**config.mk**
```make
export PLATFORM = sky130hd
export DESIGN_NAME = iob_uart_multi
export DESIGN_NICKNAME = d
export VERILOG_FILES = /design/src/rtl/iob_uart_multi.sv
export SDC_FILE = /design/constraint.sdc
export NUM_CORES = 1
export LEC_CHECK = 0
export CORE_ASPECT_RATIO = 0.9
export CORE_MARGIN = 1
export CORE_UTILIZATION = 50
export CTS_CLUSTER_SIZE = 14
export DETAILED_ROUTE_END_ITERATION = 6
export PLACE_DENSITY = 0.76
export RECOVER_POWER = 50
export SETUP_SLACK_MARGIN = 0.4
export SLEW_MARGIN = 20
export SYNTH_ARGS = -nofsm -noshare
export SYNTH_HDL_FRONTEND = slang
export SYNTH_SLANG_ARGS = --single-unit
export TNS_END_PERCENT = 30
```
**constraint.sdc**
```tcl
create_clock -name clk_i -period 7.7 [get_ports clk_i]
set_input_delay 1.54 -clock clk_i [delete_from_list [all_inputs] [get_ports clk_i]]
set_output_delay 1.54 -clock clk_i [all_outputs]
set_load 0.02 [all_outputs]
```
**src/rtl/iob_uart_multi.sv**
```systemverilog
// iob_uart_multi: N-channel 8N1 UART behind one IOB CSR subordinate port.
// Each channel has its own baud divider, a TX path with CTS gating, an RX
// path with framing/overrun detection, a 2^FIFO_AW deep RX FIFO and RTS output.
//
// Ports:
//   clk_i, arst_n_i          clock, asynchronous active-low reset
//   iob_valid_i/addr_i       request; addr = {ch, reg[1:0], 2'b00}
//   iob_wdata_i/wstrb_i      write data, strobes (all-zero = read)
//   iob_ready_o              request accepted (combinational)
//   iob_rvalid_o/rdata_o     read response, registered one cycle after accept
//   rs232_rxd_i/txd_o        serial lines, one bit per channel
//   rs232_rts_o/cts_i        flow control, one bit per channel
//
// Register map per channel: 0 DIV, 1 CTRL/STAT, 2 TXDATA, 3 RXDATA (pop).
module iob_uart_multi #(
    parameter int unsigned       N_CH    = 2,
    parameter int unsigned       FIFO_AW = 4,
    parameter int unsigned       DIV_W   = 16,
    parameter logic [DIV_W-1:0]  DIV_RST = DIV_W'(100),
    parameter int unsigned       ADDR_W  = $clog2(N_CH) + 4
) (
    input  logic              clk_i,
    input  logic              arst_n_i,
    input  logic              iob_valid_i,
    input  logic [ADDR_W-1:0] iob_addr_i,
    input  logic [31:0]       iob_wdata_i,
    input  logic [3:0]        iob_wstrb_i,
    output logic              iob_rvalid_o,
    output logic [31:0]       iob_rdata_o,
    output logic              iob_ready_o,
    input  logic [N_CH-1:0]   rs232_rxd_i,
    output logic [N_CH-1:0]   rs232_txd_o,
    output logic [N_CH-1:0]   rs232_rts_o,
    input  logic [N_CH-1:0]   rs232_cts_i
);

    localparam int unsigned DEPTH = 2 ** FIFO_AW;
    localparam int unsigned CNT_W = FIFO_AW + 1;

    typedef enum logic [2:0] {TX_IDLE, TX_WAIT, TX_START, TX_DATA, TX_STOP} tx_state_e;
    typedef enum logic [1:0] {RX_IDLE, RX_START, RX_DATA, RX_STOP} rx_state_e;

    logic [ADDR_W-1:0] ch_sel;
    logic [1:0]        reg_sel;
    logic              is_wr;
    logic              acc_wr;
    logic              acc_rd;
    logic              busy_sel;
    logic [31:0]       rdata_d;
    logic [N_CH-1:0]   tx_busy;
    logic [31:0]       rd_word [N_CH];
    logic              rvalid_q;
    logic [31:0]       rdata_q;
    logic              unused_bits;

    assign ch_sel      = iob_addr_i >> 4;
    assign reg_sel     = iob_addr_i[3:2];
    assign is_wr       = |iob_wstrb_i;
    assign unused_bits = ^{iob_wdata_i, iob_addr_i};

    // Out-of-range channels match no entry, so they read 0 and are never busy.
    always_comb begin
        busy_sel = 1'b0;
        rdata_d  = '0;
        for (int unsigned c = 0; c < N_CH; c++) begin
            if (ch_sel == ADDR_W'(c)) begin
                busy_sel = tx_busy[c];
                rdata_d  = rd_word[c];
            end
        end
    end

    // Only a TXDATA write to a busy transmitter is held off.
    assign iob_ready_o = ~(iob_valid_i & is_wr & (reg_sel == 2'd2) & busy_sel);
    assign acc_wr      = iob_valid_i & iob_ready_o & is_wr;
    assign acc_rd      = iob_valid_i & iob_ready_o & ~is_wr;

    always_ff @(posedge clk_i or negedge arst_n_i) begin
        if (!arst_n_i) begin
            rvalid_q <= 1'b0;
            rdata_q  <= '0;
        end else begin
            rvalid_q <= acc_rd;
            if (acc_rd) rdata_q <= rdata_d;
        end
    end

    assign iob_rvalid_o = rvalid_q;
    assign iob_rdata_o  = rdata_q;

    for (genvar c = 0; c < N_CH; c++) begin : g_ch
        logic              we;
        logic              rd;
        logic [DIV_W-1:0]  div_q;
        logic [DIV_W-1:0]  div_eff;
        logic              tx_en_q;
        logic              rx_en_q;
        logic              ovr_q;
        logic              ferr_q;
        logic              rts_q;
        logic [1:0]        cts_sync_q;
        logic [1:0]        rxd_sync_q;
        logic              cts_s;
        logic              rxd_s;
        logic [7:0]        mem_q [DEPTH];
        logic [FIFO_AW-1:0] wptr_q;
        logic [FIFO_AW-1:0] rptr_q;
        logic [CNT_W-1:0]  cnt_q;
        logic              empty;
        logic              full;
        logic              push;
        logic              pop;
        logic [31:0]       rword;
        tx_state_e         tx_state_q;
        logic [DIV_W-1:0]  tx_cnt_q;
        logic [2:0]        tx_bit_q;
        logic [7:0]        tx_sh_q;
        logic              txd_q;
        logic              tx_tick;
        rx_state_e         rx_state_q;
        logic [DIV_W-1:0]  rx_cnt_q;
        logic [2:0]        rx_bit_q;
        logic [7:0]        rx_sh_q;
        logic              rxd_prev_q;
        logic              rx_push_q;
        logic [7:0]        rx_byte_q;
        logic              rx_ferr_q;
        logic              rx_tick;
        logic              rx_half;

        assign we      = acc_wr & (ch_sel == ADDR_W'(c));
        assign rd      = acc_rd & (ch_sel == ADDR_W'(c));
        assign div_eff = (div_q < DIV_W'(4)) ? DIV_W'(4) : div_q;
        assign cts_s   = cts_sync_q[1];
        assign rxd_s   = rxd_sync_q[1];

        // rxd synchronizer resets to idle-high so reset release is not seen as a start edge.
        always_ff @(posedge clk_i or negedge arst_n_i) begin
            if (!arst_n_i) begin
                cts_sync_q <= '0;
                rxd_sync_q <= '1;
            end else begin
                cts_sync_q <= {cts_sync_q[0], rs232_cts_i[c]};
                rxd_sync_q <= {rxd_sync_q[0], rs232_rxd_i[c]};
            end
        end

        // FIFO: pop only when non-empty; a push into a full FIFO survives only with a pop.
        assign empty = (cnt_q == '0);
        assign full  = (cnt_q == CNT_W'(DEPTH));
        assign pop   = rd & (reg_sel == 2'd3) & ~empty;
        assign push  = rx_push_q & (~full | pop);

        always_ff @(posedge clk_i) begin
            if (push) mem_q[wptr_q] <= rx_byte_q;
        end

        always_ff @(posedge clk_i or negedge arst_n_i) begin
            if (!arst_n_i) begin
                wptr_q <= '0;
                rptr_q <= '0;
                cnt_q  <= '0;
            end else begin
                if (push) wptr_q <= wptr_q + 1'b1;
                if (pop)  rptr_q <= rptr_q + 1'b1;
                if (push & ~pop)      cnt_q <= cnt_q + 1'b1;
                else if (pop & ~push) cnt_q <= cnt_q - 1'b1;
            end
        end

        // Control registers and sticky flags; hardware set wins over W1C.
        always_ff @(posedge clk_i or negedge arst_n_i) begin
            if (!arst_n_i) begin
                div_q   <= DIV_RST;
                tx_en_q <= 1'b0;
                rx_en_q <= 1'b0;
                ovr_q   <= 1'b0;
                ferr_q  <= 1'b0;
                rts_q   <= 1'b0;
            end else begin
                if (we && reg_sel == 2'd0) div_q <= iob_wdata_i[DIV_W-1:0];
                if (we && reg_sel == 2'd1) begin
                    tx_en_q <= iob_wdata_i[0];
                    rx_en_q <= iob_wdata_i[1];
                    if (iob_wdata_i[5]) ovr_q  <= 1'b0;
                    if (iob_wdata_i[6]) ferr_q <= 1'b0;
                end
                if (rx_push_q & full & ~pop) ovr_q  <= 1'b1;
                if (rx_ferr_q)               ferr_q <= 1'b1;
                rts_q <= rx_en_q & (cnt_q < CNT_W'(DEPTH - 2));
            end
        end

        always_comb begin
            rword = '0;
            case (reg_sel)
                2'd0: rword[DIV_W-1:0] = div_q;
                2'd1: begin
                    rword[0]          = tx_en_q;
                    rword[1]          = rx_en_q;
                    rword[2]          = tx_busy[c];
                    rword[3]          = empty;
                    rword[4]          = full;
                    rword[5]          = ovr_q;
                    rword[6]          = ferr_q;
                    rword[8 +: CNT_W] = cnt_q;
                end
                2'd3: rword[7:0] = empty ? 8'h00 : mem_q[rptr_q];
                default: ;
            endcase
        end
        assign rd_word[c] = rword;

        // TX: txd_q is updated on each state entry, so every bit lasts div_eff cycles.
        assign tx_tick    = (tx_cnt_q >= div_eff - 1'b1);
        assign tx_busy[c] = (tx_state_q != TX_IDLE);

        always_ff @(posedge clk_i or negedge arst_n_i) begin
            if (!arst_n_i) begin
                tx_state_q <= TX_IDLE;
                tx_cnt_q   <= '0;
                tx_bit_q   <= '0;
                tx_sh_q    <= '0;
                txd_q      <= 1'b1;
            end else begin
                tx_cnt_q <= tx_tick ? '0 : tx_cnt_q + 1'b1;
                case (tx_state_q)
                    TX_IDLE: if (we && reg_sel == 2'd2) begin
                        tx_sh_q    <= iob_wdata_i[7:0];
                        tx_state_q <= TX_WAIT;
                    end
                    TX_WAIT: if (tx_en_q && cts_s) begin
                        tx_state_q <= TX_START;
                        txd_q      <= 1'b0;
                        tx_cnt_q   <= '0;
                    end
                    TX_START: if (tx_tick) begin
                        tx_state_q <= TX_DATA;
                        txd_q      <= tx_sh_q[0];
                        tx_sh_q    <= tx_sh_q >> 1;
                        tx_bit_q   <= '0;
                    end
                    TX_DATA: if (tx_tick) begin
                        if (tx_bit_q == 3'd7) begin
                            tx_state_q <= TX_STOP;
                            txd_q      <= 1'b1;
                        end else begin
                            txd_q    <= tx_sh_q[0];
                            tx_sh_q  <= tx_sh_q >> 1;
                            tx_bit_q <= tx_bit_q + 1'b1;
                        end
                    end
                    TX_STOP: if (tx_tick) tx_state_q <= TX_IDLE;
                    default: tx_state_q <= TX_IDLE;
                endcase
            end
        end

        // RX: start is re-checked half a bit after the falling edge, then
        // data/stop are sampled once per bit period.
        assign rx_tick = (rx_cnt_q >= div_eff - 1'b1);
        assign rx_half = (rx_cnt_q >= (div_eff >> 1) - 1'b1);

        always_ff @(posedge clk_i or negedge arst_n_i) begin
            if (!arst_n_i) begin
                rx_state_q <= RX_IDLE;
                rx_cnt_q   <= '0;
                rx_bit_q   <= '0;
                rx_sh_q    <= '0;
                rxd_prev_q <= 1'b1;
                rx_push_q  <= 1'b0;
                rx_byte_q  <= '0;
                rx_ferr_q  <= 1'b0;
            end else begin
                rxd_prev_q <= rxd_s;
                rx_push_q  <= 1'b0;
                rx_ferr_q  <= 1'b0;
                rx_cnt_q   <= rx_tick ? '0 : rx_cnt_q + 1'b1;
                if (!rx_en_q) begin
                    rx_state_q <= RX_IDLE;
                end else begin
                    case (rx_state_q)
                        RX_IDLE: if (rxd_prev_q && !rxd_s) begin
                            rx_state_q <= RX_START;
                            rx_cnt_q   <= '0;
                        end
                        RX_START: if (rx_half) begin
                            rx_cnt_q   <= '0;
                            rx_bit_q   <= '0;
                            rx_state_q <= rxd_s ? RX_IDLE : RX_DATA;
                        end
                        RX_DATA: if (rx_tick) begin
                            rx_sh_q <= {rxd_s, rx_sh_q[7:1]};
                            if (rx_bit_q == 3'd7) rx_state_q <= RX_STOP;
                            else                  rx_bit_q   <= rx_bit_q + 1'b1;
                        end
                        RX_STOP: if (rx_tick) begin
                            rx_state_q <= RX_IDLE;
                            if (rxd_s) begin
                                rx_push_q <= 1'b1;
                                rx_byte_q <= rx_sh_q;
                            end else begin
                                rx_ferr_q <= 1'b1;
                            end
                        end
                        default: rx_state_q <= RX_IDLE;
                    endcase
                end
            end
        end

        assign rs232_txd_o[c] = txd_q;
        assign rs232_rts_o[c] = rts_q;
    end

endmodule
```
==> reports/qor.yml, run 1 <==
drt:
  via_count: 14700
  vias_per_cell: 5.88
  drt_first_iter_violations: 1451
  wirelength_um: 52700
  antenna_left: 0
  drc: 8
  dr.pass1.iters: 7
  wire_per_inst_um: 21.0
hold_path:
  hp-start: "g_ch[1].cts_sync_q[0]$_DFF_PN0_"
  min_to: "g_ch[1].cts_sync_q[1]$_DFF_PN0_"
  hold_class: "flip-flop to flip-flop"
  holdPathStages: 0
floorplan:
  rows: 75
  die_w_um: 233
  core_area_um2: 47100
  io_pins: 86
  die_h_um: 210
  die_area_um2: 49100
  initial_core_util: 0.512
job:
  maxCapViolCount: 3
sta:
  hold_viol: 0
  finalSetupViolCount: 0
  hold_ws_ns: 0.349
  maxSlewHeadroom: -1.06
  fmax_mhz: 150
  min_period_ns: 6.65
  worst_slew_pin_slew_ns: 3.09
  grt_setup_unrepaired: "false"
  totalNegativeSetupSlack_ns: 0
  drv_slew: 161
  finClkSkew_ns: 0.0197
  fin_crit_sh: 0.864
  fin_ws_ns: 1.05
logic_synthesis:
  synth_top_family_by_area: "multiplexers"
  synth_edf_count: 256
  synthArstFlopShare: 0.479
  syn_inst: 1813
  synthFlopType: "edfxtp_1"
  ys_ff_latch: 491
  seq_area_frac_synth: 0.564
  synth_compound_area_frac: 0.0676
  synth.area.mux_share: 0.122
  yosys.area_share.simple: 0.102
  yosys.area_share.xor_xnor: 0.0462
  synth-adder-area-share: 0.0695
  synth_area_per_cell_um2: 13.3
  yosys_warnings: 0
  synth.cell_area_um2: 24100
  yosysUniqueCellTypes: 85
final_layout:
  final_area_um2: 26700
  nets: 2028
  syn_to_final_growth_pct: 10.9
  drive_above_1_share: 0.158
  diodes: 0
  fillers: 3648
power:
  clock_power_share: 0.342
  p_sw_frac: 0.292
  ir_drop_mv: 0.190
  p_switching_mw: 2.08
  seqPwrFrac: 0.462
  internal-power_mw: 5.04
  p_leak_nw: 10.6
  power_mw: 7.12
  pwr-share-comb: 0.197
  power_density_nw_per_um2: 266
cts:
  cts_hold_buf: 0
  clockBufferDepth: 3
  post_cts_resized: 0
  path_clk_slew_ns: 0.06
  cts.htree.levels: 2
  numCtsBuffers: 46
  cts_root_buf: "clkbuf_16"
  cts_sinks: 491
  clk_latency_ns: 0.59
  cts_tree: "built"
  postCtsSetupRepairBufs: 0
setup_path:
  r2r_end: "g_ch[0].rx_sh_q[3]$_DFFE_PN0P_"
  cp_data_arrival_time_ns: 7.11
  path_max_fanout: 12
  rrSetupSlack_ns: 1.05
  startpoint_type: "flip-flop"
  r2r-start: "g_ch[0].div_q[7]$_DFFE_PN0P_"
  crit_type: "flip-flop to flip-flop"
  ff2ff_path_depth: 21
  crit_path_end_kind: "flip-flop"
  crit_required_ns: 8.16
placement:
  post-place-ws_ns: 1.18
  port_buffers: 51
  dp_hpwl_um: 36300
  dpl-instance-area_um2: 25100
  gp_congestion: 0.872
global_routing:
  gr-total-overflow: 0
  grt_pass1_wl_um: 83300
  antenna_found_initial: 0
  grtUsageTotal: 0.220
  grt_pass1_vias: 14800
  grt_max_degree: 129
status:
  violations: "design-rule violations, max-capacitance violations, max-slew violations"
  status: "complete, but fails checks"
[power by group through the flow]
| stage | Combinational (mW) | Sequential (mW) | Clock [mW] |
|---|---|---|---|
| 4_1_cts | 1.40 | 3.27 | 2.47 |
| 3_3_place_gp | 1.32 | 3.31 | 0 |
| 2_1_floorplan | 1.13 | 3.17 | 0 |
| 6_report | 1.40 | 3.28 | 2.43 |
| 5_1_grt | 1.59 | 3.32 | 2.57 |
| 3_5_place_dp | 1.39 | 3.32 | 0 |
[layer usage]
layer	vias up	GRT usage	wire length (um)	part of all wire
li1	6761	-	-	-
met1	7374	0.319	23500	0.45
met2	486	0.337	24100	0.46
met3	89	0.0506	4030	0.076
met4	0	0.0531	1110	0.021
met5	-	0	0	0
[sequential cells by signal, summed over array words and instances (netlist names), 8 cells and up]
name,count
g_ch.mem_q,256
g_ch.div_q,32
g_ch.rx_cnt_q,32
g_ch.tx_cnt_q,32
g_ch.rx_byte_q,16
g_ch.rx_sh_q,16
g_ch.tx_sh_q,16
iob_rdata_o,16
g_ch.cnt_q,10
g_ch.rptr_q,8
g_ch.wptr_q,8
[critical path: stages (launching register included)]
cell and delay, ns:
dfrtp_1 0.51, or4_4 0.63, or2_2 0.35, nor3_1 0.30, nand2b_1 0.31, ha_1 0.31
or3b_2 0.52, or2_2 0.36, nor3_1 0.25, nand2_1 0.15, nor3_1 0.26, nand2_1 0.12
xor2_1 0.23, ha_1 0.29, a21oi_1 0.15, nor2b_1 0.06, o21ai_0 0.16, nand2b_1 0.10
a211oi_1 0.52, a21boi_2 0.34, nand4b_4 0.26, mux2_2 0.36
[metrics by stage]
step,util,std cells
6_report,0.568,2503
5_1_grt,0.568,2503
4_1_cts,0.567,2502
3_5_place_dp,0.533,2416
3_3_place_gp,0.533,2416
2_1_floorplan,-,1829
[cells by family (layout without fill, tap and decap cells)]
logic type	Yosys count	in the layout
compound gates	229	229
mux	178	178
xor+xnor	127	127
flops	491	491
fa+ha+maj	133	133
buf+inv	154	212
simple gates	499	499
other cells	2	18
[cell usage after synthesis (5+ instances only)]
cell / number / area [um^2]
or3_1: 7 / 43.8
nor2b_1: 10 / 62.6
inv_1: 57 / 214
edfxtp_1: 256 / 7690
o21ai_0: 44 / 220
xnor2_1: 69 / 604
buf_2: 7 / 35.0
a221oi_1: 15 / 131
a311oi_1: 5 / 43.8
a221o_1: 11 / 110
dfstp_2: 14 / 368
mux2_2: 78 / 878
nand2_1: 137 / 514
and2_1: 28 / 175
ha_1: 129 / 1610
a21o_1: 29 / 218
mux2_1: 8 / 90.1
and3_1: 29 / 181
dfrtp_1: 221 / 5530
xor2_1: 58 / 508
clkbuf_1: 51 / 191
a21oi_1: 47 / 235
nand2b_1: 19 / 119
nand3_1: 48 / 240
mux2_4: 8 / 120
nand4_1: 18 / 113
buf_1: 11 / 41.3
or4_1: 5 / 37.5
mux4_2: 80 / 1800
nor4_1: 16 / 100
nor3_1: 24 / 120
nor2_1: 131 / 492
o41ai_1: 9 / 78.8
a31oi_1: 8 / 50.1
o311ai_0: 5 / 43.8
or2_2: 5 / 31.3
a211oi_1: 10 / 75.1
buf_4: 23 / 173
o31ai_1: 7 / 52.6
[worst max path at each step]
stage,from,end,depth (start not counted)
floorplan,g_ch[0].div_q[7]$_DFFE_PN0P_,g_ch[0].rx_byte_q[0]$_DFFE_PN0P_,23
finish,g_ch[0].div_q[7]$_DFFE_PN0P_,g_ch[0].rx_sh_q[3]$_DFFE_PN0P_,21
global route,arst_n_i,g_ch[1].rptr_q[0]$_DFFE_PN0P_,2
CTS,g_ch[0].div_q[7]$_DFFE_PN0P_,g_ch[0].rx_sh_q[3]$_DFFE_PN0P_,21
global placement,g_ch[0].div_q[7]$_DFFE_PN0P_,g_ch[0].rx_sh_q[2]$_DFFE_PN0P_,21
detailed placement,g_ch[0].div_q[7]$_DFFE_PN0P_,g_ch[0].rx_sh_q[3]$_DFFE_PN0P_,21
[layout make-up]
cell class | instances | area, um^2 | area share
clock buffers | 67 | 1340 | 0.0502
clock inverters | 19 | 297 | 0.0111
inverters | 59 | 221 | 0.00828
multi-input cells | 1184 | 9880 | 0.370
flip-flops and latches | 491 | 13600 | 0.508
well taps | 616 | 771 | 0.0288
repair buffers | 67 | 637 | 0.0238
[cell usage in the layout (no fill, tap or decap), types with 14 or more instances in the layout]
cell / instances
nand2b_1: 19
clkdlybuf4s50_1: 46
edfxtp_1: 256
and3_1: 29
nand2_1: 137
nor2_1: 131
conb_1: 18
clkbuf_1: 14
mux4_2: 80
and2_1: 28
clkbuf_16: 47
dfrtp_1: 219
a221oi_1: 15
xor2_1: 58
ha_1: 129
xnor2_1: 69
nand3_1: 48
nor3_1: 24
inv_1: 57
a21oi_1: 47
mux2_2: 78
a21o_1: 29
o21ai_0: 44
nor4_1: 16
nand4_1: 18
Power figures use the tool's default switching activity.
==> run 2: changes to the inputs <==
- CORE_ASPECT_RATIO: 0.9 -> not set
- PLACE_DENSITY: 0.76 -> 0.79
- clock period: 7.7 -> 5.56 ns (I/O delays scaled with it)
==> run 2 against run 1 <==
- the run ends with max-capacitance violations, max-slew violations left
- worst setup slack got worse by 0.61 ns
- global-route usage increased by 0.18 points
- clock power grew 36%
- largest power group unchanged
- highest routed layer is now met5
==> reports/qor.yml, run 2 (synthesis results as in run 1) <==
drt:
  drc: 0  # was 8
  wire_per_inst_um: 21.3  # was 21.0 um
  via_count: 15300  # was 14700
  dr.pass1.iters: 5  # was 7
  wirelength_um: 54700  # was 52700 um
  drt_first_iter_violations: 1492  # was 1451
  antenna_left: 0  # unchanged
  vias_per_cell: 5.95  # was 5.88
cts:
  cts.htree.levels: 2  # unchanged
  cts_root_buf: "clkbuf_16"  # unchanged
  path_clk_slew_ns: 0.06  # about the same
  clk_latency_ns: 0.62  # was 0.59 ns
  cts_sinks: 491  # unchanged
  cts_tree: "built"  # unchanged
  numCtsBuffers: 50  # was 46
  clockBufferDepth: 3  # unchanged
hold_path:
  min_to: "g_ch[0].rxd_sync_q[1]$_DFF_PN1_"  # was g_ch[1].cts_sync_q[1]$_DFF_PN0_
  holdPathStages: 0  # unchanged
  hold_class: "flip-flop to flip-flop"  # unchanged
  hp-start: "g_ch[0].rxd_sync_q[0]$_DFF_PN1_"  # was g_ch[1].cts_sync_q[0]$_DFF_PN0_
global_routing:
  grt_max_degree: 135  # was 129
  grtUsageTotal: 0.222  # was 0.220
  gr-total-overflow: 0  # unchanged
  grt_pass1_wl_um: 85400  # was 83300 um
  antenna_found_initial: 1  # was 0
  grt_pass1_vias: 15200  # was 14800
floorplan:
  die_w_um: 222  # was 233 um
  core_area_um2: 47600  # was 47100 um^2
  io_pins: 86  # unchanged
  die_h_um: 222  # was 210 um
  rows: 80  # was 75
  initial_core_util: 0.506  # was 0.512
  die_area_um2: 49100  # about the same
sta:
  drv_slew: 238  # was 161
  finClkSkew_ns: 0.0354  # was 0.0197 ns
  worst_slew_pin_slew_ns: 2.62  # was 3.09 ns
  min_period_ns: 5.12  # was 6.65 ns
  fmax_mhz: 195  # was 150 MHz
  fin_ws_ns: 0.440  # was 1.05 ns
  hold_viol: 0  # unchanged
  grt_setup_unrepaired: "true"  # was false
  totalNegativeSetupSlack_ns: 0  # unchanged
  maxSlewHeadroom: -0.745  # was -1.06
  fin_crit_sh: 0.921  # was 0.864
  finalSetupViolCount: 0  # unchanged
  hold_ws_ns: 0.355  # was 0.349 ns
setup_path:
  crit_type: "flip-flop to flip-flop"  # unchanged
  cp_data_arrival_time_ns: 5.62  # was 7.11 ns
  crit_chain: "or4_4, nor3_4, buf_6, nand2_2, nand2_2, ha_4, or3b_4, or2_4, buf_4, nor2_1, xnor2_1, ha_1, a21o_1, a211oi_1, o21ai_1, nand3_1, o22ai_1, a211oi_1, a22o_4, nor4_4, buf_6, mux2_2"  # was or4_4, or2_2, nor3_1, nand2b_1, ha_1, or3b_2, or2_2, nor3_1, nand2_1, nor3_1, nand2_1, xor2_1, ha_1, a21oi_1, nor2b_1, o21ai_0, nand2b_1, a211oi_1, a21boi_2, nand4b_4, mux2_2
  r2r-start: "g_ch[1].div_q[11]$_DFFE_PN0P_"  # was g_ch[0].div_q[7]$_DFFE_PN0P_
  slowest_stage: "or4_4"  # unchanged
  crit_path_end_kind: "flip-flop"  # unchanged
  max_stage_delay_ns: 0.59  # was 0.63 ns
  rrSetupSlack_ns: 0.44  # was 1.05 ns
  ff2ff_path_depth: 22  # was 21
  startpoint_type: "flip-flop"  # unchanged
  crit_required_ns: 6.06  # was 8.16 ns
  path_max_fanout: 8  # was 12
  r2r_end: "g_ch[1].rx_sh_q[5]$_DFFE_PN0P_"  # was g_ch[0].rx_sh_q[3]$_DFFE_PN0P_
final_layout:
  final_util: 0.578  # was 0.568
  drive_above_1_share: 0.206  # was 0.158
  syn_to_final_growth_pct: 14.2  # was 10.9%
  nets: 2091  # was 2028
  final_common_cell: "edfxtp_1"  # unchanged
  largest-register: "g_ch.mem_q"  # unchanged
  final_cells: 2565  # was 2503
  multi_input_area_um2: 10200  # was 9880 um^2
  final_cell_mix: "edfxtp_1, dfrtp_1, nand2_1"  # unchanged
  fillers: 3515  # was 3648
  final_area_um2: 27500  # was 26700 um^2
  area.sequential_um2: 13600  # unchanged
  diodes: 0  # unchanged
  largest_reg_flops: 256  # unchanged
placement:
  dp_hpwl_um: 37300  # was 36300 um
  dpl-instance-area_um2: 25400  # was 25100 um^2
  port_buffers: 51  # unchanged
  gp_congestion: 0.896  # was 0.872
  dp_cells: 2448  # was 2416
  post-place-ws_ns: -0.0457  # was 1.18 ns
power:
  p_leak_nw: 11.0  # was 10.6 nW
  ir_drop_mv: 0.276  # was 0.190 mV
  power_density_nw_per_um2: 368  # was 266 nW/um^2
  power_mw: 10.1  # was 7.12 mW
status:
  violations: "max-capacitance violations, max-slew violations"  # was design-rule violations, max-capacitance violations, max-slew violations
  status: "complete, but fails checks"  # unchanged
job:
  maxCapViolCount: 2  # was 3
## run 2: cell count changes in the layout (fill, tap and decap cells not counted), sizes merged
cell      change
buf          +60
clkbuf        +4
bufinv        -3
clkinvlp      +1
inv           +1
## run 2: area by class of cell
| type | instances | area share |
|---|---|---|
| Clock inverter | 18 | 0.00773 |
| Multi-Input combinational cell | 1184 | 0.372 |
| Timing Repair Buffer | 126 | 0.0398 |
| Clock buffer | 72 | 0.0506 |
| Inverter | 59 | 0.00805 |
| Tap cell | 615 | 0.0280 |
| Sequential cell | 491 | 0.494 |
## run 2: layer usage
layer / part of all wire / track usage / vias to the layer above
met1: 0.41 / 0.298 / 7701
met3: 0.062 / 0.0396 / 112
met2: 0.50 / 0.371 / 547
met5: 0.00020 / 0 / -
li1: - / - / 6897
met4: 0.026 / 0.0629 / 2
## run 2: worst max-delay path: cells and delay by family (launching register included)
| family | cells | cell delay, ns |
|---|---|---|
| adders and majority gates | 2 | 0.44 |
| xor gates and xnor gates | 1 | 0.20 |
| buffers and inverters | 3 | 0.43 |
| AOI/OAI and AO/OA | 6 | 1.33 |
| DFF | 1 | 0.39 |
| muxes | 1 | 0.27 |
| and+or+nand+nor | 9 | 1.93 |
## run 2: repair_timing
action / in CTS / in global routing
gates resized for setup: 16 / 52
cloned: 0 / 0
hold buffers: 0 / 0
setup endpoints to repair: 115 / 135
buffers inserted: 6 / 21
pin swaps: 4 / 26
## run 2: how the worst max path moves through the flow
stage / startpoint / endpoint / slack [ns]
after floorplan: g_ch[0].div_q[7]$_DFFE_PN0P_ / g_ch[0].tx_sh_q[1]$_DFFE_PN0P_ / 0.45
after global placement: g_ch[0].div_q[10]$_DFFE_PN0P_ / g_ch[0].rx_sh_q[4]$_DFFE_PN0P_ / 0.05
final: g_ch[1].div_q[11]$_DFFE_PN0P_ / g_ch[1].rx_sh_q[5]$_DFFE_PN0P_ / 0.44
after global routing: arst_n_i / g_ch[1].rptr_q[0]$_DFFE_PN0P_ / 0.24
after detailed placement: g_ch[0].div_q[10]$_DFFE_PN0P_ / g_ch[0].rx_sh_q[4]$_DFFE_PN0P_ / -0.05
after CTS: g_ch[1].div_q[12]$_DFFE_PN0P_ / g_ch[1].rx_sh_q[2]$_DFFE_PN0P_ / 0.32
## run 2: power by group
part           leakage, nW  internal, mW  switching, mW  total, mW
clock network        0.775          1.89           1.43       3.31
logic                 4.94          1.09           1.24       2.33
registers             5.27          4.10          0.374       4.48
total                 11.0          7.08           3.04       10.1
